$ cat src/rtl/conv33_pkg.sv
// Shared types and sizing helpers for the 3x3 streaming window generator.
package conv33_pkg;

  localparam int unsigned CONV33_DATA_WIDTH = 8;

  typedef logic signed [CONV33_DATA_WIDTH-1:0] pix_t;

  // Bit width needed to hold a coordinate in 0..n-1, never less than 1.
  function automatic int unsigned coord_w(input int unsigned n);
    return (n < 2) ? 1 : $clog2(n);
  endfunction

endpackage

$ cat src/rtl/conv33_line_buf.sv
// One-row line buffer: combinational read, synchronous write, shared address.
module conv33_line_buf
  import conv33_pkg::*;
#(
  parameter int unsigned DATA_WIDTH = CONV33_DATA_WIDTH,
  parameter int unsigned DEPTH      = 28,
  parameter int unsigned AW         = coord_w(DEPTH)
) (
  input  logic                         clk,
  input  logic                         we,
  input  logic [AW-1:0]                addr,
  input  logic signed [DATA_WIDTH-1:0] wdata,
  output logic signed [DATA_WIDTH-1:0] rdata_c
);

  logic signed [DATA_WIDTH-1:0] mem [DEPTH];

  assign rdata_c = mem[addr];

  // Contents are not reset; rows 0/1 of every frame overwrite them before use.
  always_ff @(posedge clk) begin
    if (we) mem[addr] <= wdata;
  end

endmodule

$ cat src/rtl/conv33_window.sv
// Streaming 3x3 window generator (valid-only, raster input, 1-cycle latency).
// Optional CONV33_WIN_STRIDE2_EN: emit only windows at even row/column.
module conv33_window
  import conv33_pkg::*;
#(
  parameter int unsigned DATA_WIDTH = CONV33_DATA_WIDTH,
  parameter int unsigned IMG_W      = 28,
  parameter int unsigned IMG_H      = 28
) (
  input  logic                         clk,
  input  logic                         rst,
  input  logic                         frame_clr,
  input  logic                         pix_valid,
  input  logic signed [DATA_WIDTH-1:0] pix_data,
  output logic signed [DATA_WIDTH-1:0] win_0_0,
  output logic signed [DATA_WIDTH-1:0] win_0_1,
  output logic signed [DATA_WIDTH-1:0] win_0_2,
  output logic signed [DATA_WIDTH-1:0] win_1_0,
  output logic signed [DATA_WIDTH-1:0] win_1_1,
  output logic signed [DATA_WIDTH-1:0] win_1_2,
  output logic signed [DATA_WIDTH-1:0] win_2_0,
  output logic signed [DATA_WIDTH-1:0] win_2_1,
  output logic signed [DATA_WIDTH-1:0] win_2_2,
  output logic                         win_valid,
  output logic                         frame_done
);

  localparam int unsigned CW = coord_w(IMG_W);
  localparam int unsigned RW = coord_w(IMG_H);
  localparam logic [CW-1:0] COL_LAST = CW'(IMG_W - 1);
  localparam logic [RW-1:0] ROW_LAST = RW'(IMG_H - 1);

  logic [CW-1:0] col_cnt;
  logic [RW-1:0] row_cnt;
  logic signed [DATA_WIDTH-1:0] top_c, mid_c;
  logic accept_c, col_last_c, row_last_c, win_hit_c;

  // frame_clr wins over a pixel presented in the same cycle.
  assign accept_c   = pix_valid & ~frame_clr;
  assign col_last_c = (col_cnt == COL_LAST);
  assign row_last_c = (row_cnt == ROW_LAST);

`ifdef CONV33_WIN_STRIDE2_EN
  assign win_hit_c = (row_cnt >= RW'(2)) && (col_cnt >= CW'(2)) && !row_cnt[0] && !col_cnt[0];
`else
  assign win_hit_c = (row_cnt >= RW'(2)) && (col_cnt >= CW'(2));
`endif

  // lb0 holds row r-1, lb1 holds row r-2; lb1 takes lb0's old value (read-before-write).
  conv33_line_buf #(.DATA_WIDTH(DATA_WIDTH), .DEPTH(IMG_W), .AW(CW)) u_lb0 (
    .clk    (clk),
    .we     (accept_c),
    .addr   (col_cnt),
    .wdata  (pix_data),
    .rdata_c(mid_c)
  );

  conv33_line_buf #(.DATA_WIDTH(DATA_WIDTH), .DEPTH(IMG_W), .AW(CW)) u_lb1 (
    .clk    (clk),
    .we     (accept_c),
    .addr   (col_cnt),
    .wdata  (mid_c),
    .rdata_c(top_c)
  );

  always_ff @(posedge clk or posedge rst) begin
    if (rst) begin
      col_cnt    <= '0;
      row_cnt    <= '0;
      win_valid  <= 1'b0;
      frame_done <= 1'b0;
      win_0_0 <= '0; win_0_1 <= '0; win_0_2 <= '0;
      win_1_0 <= '0; win_1_1 <= '0; win_1_2 <= '0;
      win_2_0 <= '0; win_2_1 <= '0; win_2_2 <= '0;
    end else if (frame_clr) begin
      col_cnt    <= '0;
      row_cnt    <= '0;
      win_valid  <= 1'b0;
      frame_done <= 1'b0;
    end else if (pix_valid) begin
      // Shift columns left; new right column comes from the line buffers and the pixel.
      win_0_0 <= win_0_1; win_0_1 <= win_0_2; win_0_2 <= top_c;
      win_1_0 <= win_1_1; win_1_1 <= win_1_2; win_1_2 <= mid_c;
      win_2_0 <= win_2_1; win_2_1 <= win_2_2; win_2_2 <= pix_data;
      win_valid  <= win_hit_c;
      frame_done <= col_last_c & row_last_c;
      if (col_last_c) begin
        col_cnt <= '0;
        row_cnt <= row_last_c ? '0 : row_cnt + RW'(1);
      end else begin
        col_cnt <= col_cnt + CW'(1);
      end
    end else begin
      win_valid  <= 1'b0;
      frame_done <= 1'b0;
    end
  end

endmodule

$ cat config.mk
export PLATFORM = sky130hd
export DESIGN_NAME = conv33_window
export DESIGN_NICKNAME = d
export VERILOG_FILES = /design/src/rtl/conv33_pkg.sv /design/src/rtl/conv33_line_buf.sv /design/src/rtl/conv33_window.sv
export SDC_FILE = /design/constraint.sdc
export NUM_CORES = 1
export LEC_CHECK = 0
export CAP_MARGIN = 5
export CELL_PAD_IN_SITES_DETAIL_PLACEMENT = 2
export CELL_PAD_IN_SITES_GLOBAL_PLACEMENT = 2
export CORE_AREA = 3 3 201 242
export CTS_CLUSTER_DIAMETER = 40
export DETAILED_ROUTE_END_ITERATION = 6
export DIE_AREA = 0 0 204 245
export GPL_ROUTABILITY_DRIVEN = 0
export GPL_TIMING_DRIVEN = 0
export PLACE_DENSITY_LB_ADDON = 0.1
export SYNTH_ARGS = -nofsm -noshare
export SYNTH_HDL_FRONTEND = slang
export SYNTH_SLANG_ARGS = --single-unit
$ cat constraint.sdc
create_clock -name clk -period 4.5 [get_ports clk]
set_clock_uncertainty 0.1 [all_clocks]
set_input_delay 0.9 -clock clk [delete_from_list [all_inputs] [get_ports clk]]
set_output_delay 0.9 -clock clk [all_outputs]
set_load 0.02 [all_outputs]
## Yosys cells after proc, flatten, opt, wreduce, memory -nomap -nowiden

Memory sizes are Yosys's and may differ from the RTL's. A register that Yosys moved wholly into a read port is not among the register bits.
Index checks and enable logic that the tools add are counted.

| operators by class | value |
|---|---|
| bitwise gates (word level) | 3 |
| reductions and logical operators | 5 |
| $add $sub $neg | 2 |
| $lt $le $gt $ge | 2 |
| multiplexer cells | 13 |
| equal/unequal tests | 2 |

Operators by type and width:

| operator | count |
|---|---|
| 5-bit two-way mux | 7 |
| 5-bit by 1-bit adder with 5-bit output, second input constant | 2 |
| 5-bit equality test, second input constant | 2 |
| 5-bit by 2-bit >= comparator with 1-bit output, second input constant | 2 |
| 1-bit two-way mux | 6 |
| 2-bit AND reduction | 2 |
| 2-bit nonzero test | 2 |
| 1-bit bitwise AND | 2 |
| 1-bit logical AND | 1 |
| 1-bit NOT | 1 |

| word-level totals | value |
|---|---|
| input port bits | 12 |
| output and inout bits | 74 |
| flip-flop bits (word level) | 76 |
| memories kept | 2 |
| RAM bits | 448 |
| word-level logic and storage cells | 41 |

Memories:

| memory | words | width | read ports | clocked after Yosys merged registers in | write ports | RTL line | source |
|---|---|---|---|---|---|---|---|
| u_lb0.mem | 28 | 8 | 1 | 0 | 1 | conv33_line_buf.sv:16 | `logic signed [DATA_WIDTH-1:0] mem [DEPTH];` |
| u_lb1.mem | 28 | 8 | 1 | 1 | 1 | conv33_line_buf.sv:16 |  |

## Logic depth before layout (Yosys ltp)

| logic depth | value |
|---|---|
| depth after elaboration | 5 |
| gate-level depth with buffers | 9 |

## By module

From an unflattened synthesis, not the netlist that was laid out.

| second synthesis, totals | value |
|---|---|
| cell total of the unflattened synthesis | 1,287 |
| area, all modules | 20,992.6 um^2 |

Modules (own cells, without submodules):

| module | sequential area each (um^2) | times used | area each (um^2) | cells each |
|---|---|---|---|---|
| conv33_line_buf | 6,726.5 | 2 | 8,799.7 | 454 |
| conv33_window | 2,102.0 | 1 | 3,393.3 | 379 |

## Worst setup path after synthesis

OpenSTA, ideal clock, no wires.

| path | value |
|---|---|
| path type | input -> register |
| start | input pix_valid |
| end | memory u_lb0.mem[3][0] (netlist name), enable pin |
| setup time | 0.430 ns |
| arrival | 2.930 ns |
| slack | 1.040 ns |
| path buffers | 2 |
| stages on the path | 4 |
| cell sequence | buf_2 -> nand2b_1 -> clkbuf_1 -> nor4_1 |

| between the ends | value |
|---|---|
| word-level cells in the longest chain between the ends | 3 |

RTL lines:

| element | RTL line | source |
|---|---|---|
| start, declared | conv33_window.sv:13 | `input logic pix_valid,` |
| 1-bit bitwise AND | conv33_window.sv:39 | `assign accept_c = pix_valid & ~frame_clr;` |
| 1-bit two-way mux | conv33_line_buf.sv:22 | `if (we) mem[addr] <= wdata;` |
| 1-bit two-way mux (not written as such) | conv33_line_buf.sv:22 |  |
| end, declared | conv33_line_buf.sv:16 |  |

No other way between the ends.

## Worst setup path in the final report

| path | value |
|---|---|
| start | register col_cnt[0] |
| end | register win_1_2[2] |

| between the ends | value |
|---|---|
| word-level cells in the longest chain between the ends | 1 |

RTL lines:

| element | RTL line | source |
|---|---|---|
| start, declared | conv33_window.sv:33 | `logic [CW-1:0] col_cnt;` |
| start signal, assigned | conv33_window.sv:91 | `col_cnt <= col_cnt + CW'(1);` |
| memory 28 x 8 bit | n/a |  |
| named net mid_c[2] | conv33_window.sv:35 | `logic signed [DATA_WIDTH-1:0] top_c, mid_c;` |
| end signal, assigned | conv33_window.sv:83 | `win_1_0 <= win_1_1; win_1_1 <= win_1_2; win_1_2 <= mid_c;` |
| end, declared | conv33_window.sv:20 | `output logic signed [DATA_WIDTH-1:0] win_1_2,` |

The timed path passes the listed nets, and every way through them passes these cells.
A chain may end at the register's enable or synchronous reset.

==> reports/metrics.cfg <==
[status]
outcome = completed

[setup_path]
crit_family = simple AND/OR/NAND/NOR gates
slowest_delay_ns = 0.75
cp.arrival_ns = 4.17
crit_path_top_delay_cell = nand3_2
crit_fanout = 29
end_kind = register
worst-path-buf-inv = 3
cp.required_ns = 4.87
crit_top_cell = buf_6
start_kind = register
path_class = reg2reg
timing.critical_path.cells = buf_6 -> buf_6 -> buf_6 -> nand3_1 -> o22ai_1 -> nor4_1 -> nand3_2 -> mux2_4

[routing]
drc = 0
via_per_inst = 5.88
vias = 12600
drt_iter0_drc = 1155
drtAntennaViolNets = 0
wire_per_inst_um = 32.3
dr.pass1.iters = 5
drt_wl_total_um = 69100

[clock_tree]
cts_sinks = 532
clk_pin_slew_ns = 0.06
cts.repair.resized = 0
cts_root_buffer = clkbuf_16
htree_levels = 3
cts_tree = built
cts_buffers = 72
postCtsHoldBufs = 0
cts_setup_buffers = 0
insertion_delay_ns = 0.60
clock_path_buffers = 3

[floorplan]
fp.dieW_um = 204
die_area_um2 = 50000
rows = 86
io_pins = 86
initial_core_util_pct = 45.1
die-height_um = 245
core_area_um2 = 46200

[logic_synthesis]
syn_nets = 1298
synth_area_per_cell_um2 = 16.3
ys_types = 50
synth_seq_cells = 532
yosys_warnings = 0
synth_area_leader_cell = edfxtp_1
ys_seq_area_share_pct = 74.7
synth_area_leaders = edfxtp_1 (65%), dfrtp_1 (10%), mux2i_1 (7.5%)
synthArstFlopShare_pct = 15.8
syn_area_um2 = 20800
synthCells = 1280
synth_top_area_share_pct = 64.6
synth-edff-count = 448
ys.flop_type = edfxtp_1

[timing]
setup_viol = 0
final-max-slew-violation-count = 0
rsz0062_at_grt = false
period_minus_slack_ns = 3.80
slew_headroom_pct = 14.1
max_freq_mhz = 263
hold_viol_final = 0
worst_pin_slew_ns = 1.28
hold_ws_ns = 0.368
fin_crit_sh_pct = 84.4

[finish]
fin_nets = 1484
diodes = 0
area_growth_pct = 22.4
fin_cells = 2141
final_common_cell = edfxtp_1
drive_gt1_share_pct = 17.4
mostFrequentLayoutCells = edfxtp_1 (448), nand2_1 (197), mux2i_1 (155), dfrtp_1 (84), clkdlybuf4s50_1 (81)

[global_routing]
grt_pass1_vias = 14200
grt_usage_pct = 28.0
grt-busiest-layer = met2
antenna_found_initial = 1
use_met3_pct = 3.85
use_met2_pct = 48.9
use_met1_pct = 34.6
grt_pass1_wl_um = 101000
grt_overflow = 0
grt_max_degree = 54

[place]
dp.final_hpwl_um = 43700
numPortBuffers = 84
dpl.cell_count = 2002

[worst_hold_path]
hp-class = reg2reg

[run]
cap_violations = 0

[power_and_ir_drop]
leakage_uw = 0.00872
power.density_nw_per_um2 = 495
vdd_drop_max_v = 0.000345

[tightest hold or removal path: stages, from the launching register on]
cell and delay [ns]:
dfrtp_1 0.33, nand2_1 0.05, nand2_1 0.05
[cell families (layout without fill, tap and decap cells)]
kind of cell | count (synthesis) | after routing | share of synthesized area (%)
compound gates | 115 | 115 | 3.55
xor+xnor | 1 | 1 | 0.0421
fa+ha+maj | 6 | 6 | 0.361
buf+inv | 75 | 320 | 2.10
flops | 532 | 532 | 74.7
mux | 203 | 203 | 11.9
simple gates | 348 | 348 | 7.31
[cell type report]
| type | instances | area [um2] |
|---|---|---|
| flip-flops and latches | 532 | 15600 |
| inverters | 6 | 25.0 |
| multi-input cells | 673 | 4910 |
| clock buffers | 86 | 1950 |
| well taps | 616 | 771 |
| plain buffers | 69 | 415 |
| repair buffers | 112 | 1340 |
| clock inverters | 47 | 518 |
| fillers | 4043 | 20700 |
[Yosys cell counts (2+ instances only)]
| master | instances |
|---|---|
| nor2b_1 | 8 |
| o221ai_1 | 3 |
| buf_6 | 12 |
| o21ai_1 | 6 |
| buf_2 | 26 |
| o21ai_0 | 14 |
| mux2i_1 | 155 |
| mux2_2 | 10 |
| mux4_2 | 34 |
| nand4bb_1 | 2 |
| a311oi_1 | 2 |
| and2_1 | 11 |
| edfxtp_1 | 448 |
| mux2_4 | 2 |
| o22ai_1 | 43 |
| a22o_1 | 2 |
| nand3b_1 | 2 |
| nor3_1 | 7 |
| nand2b_1 | 5 |
| nor4_1 | 18 |
| ha_1 | 6 |
| clkbuf_1 | 20 |
| a21oi_1 | 14 |
| a32o_1 | 2 |
| dfrtp_1 | 84 |
| a31oi_1 | 7 |
| a22oi_1 | 12 |
| inv_1 | 5 |
| or2_1 | 2 |
| nand2_1 | 197 |
| mux2_1 | 2 |
| a32oi_1 | 2 |
| nor2_1 | 62 |
| buf_1 | 4 |
| nand3_1 | 26 |
| or4b_1 | 2 |
| a221oi_1 | 3 |
| buf_4 | 6 |
| a211oi_1 | 3 |
[metal layers]
layer	wire (um)	part of all wire (%)
met1	26600	39
met3	3510	5.1
met4	3300	4.8
met2	35600	52
met5	13	0.019
[flip-flops by register name, summed over array words and instances, names as in the netlist, 5 cells and up]
signal,flops
win_1_1,8
row_cnt,5
u_lb1.mem,224
win_2_1,8
win_0_2,8
u_lb0.mem,224
col_cnt,5
win_2_2,8
win_1_0,8
win_2_0,8
win_0_0,8
win_1_2,8
win_0_1,8
[where the power goes]
group | leakage (uW) | internal (uW) | switching [uW]
logic | 0.00246 | 416 | 667
registers | 0.00507 | 5530 | 98.7
clock network | 0.00119 | 3600 | 2310
total | 0.00872 | 9550 | 3080
[per-stage QoR]
| stage | cell area [um2] | setup TNS (ns) | setup slack [ns] | utilization (%) | total power, uW |
|---|---|---|---|---|---|
| CTS | 25300 | 0 | 0.248 | 54.9 | 12700 |
| floorplan | 20800 | 0 | 1.04 | - | 6240 |
| global route | 25500 | 0 | 0.520 | 55.2 | 13000 |
| detailed placement | 22900 | 0 | 0.278 | 49.5 | 6800 |
| global placement | 22400 | -87.00 | -1.51 | 48.6 | 6740 |
| finish | 25500 | 0 | 0.702 | 55.2 | 12600 |
[worst paths after layout]
kind                                   startpoint                     end  slack, ns  cells past startpoint
max                        col_cnt[0]$_DFFE_PP0P_  win_1_2[2]$_DFFE_PP0P_       0.70                      8
min                        win_0_0[0]$_DFFE_PP0P_  win_0_0[0]$_DFFE_PP0P_       0.37                      2
max reg2reg                col_cnt[0]$_DFFE_PP0P_  win_1_2[2]$_DFFE_PP0P_       0.70                      8
min reg2reg                win_0_0[0]$_DFFE_PP0P_  win_0_0[0]$_DFFE_PP0P_       0.37                      2
max in group asynchronous                     rst  row_cnt[3]$_DFFE_PP0P_       3.09                      3
min in group asynchronous                     rst  win_2_0[7]$_DFFE_PP0P_       0.57                      2
Power figures use the tool's default switching activity.
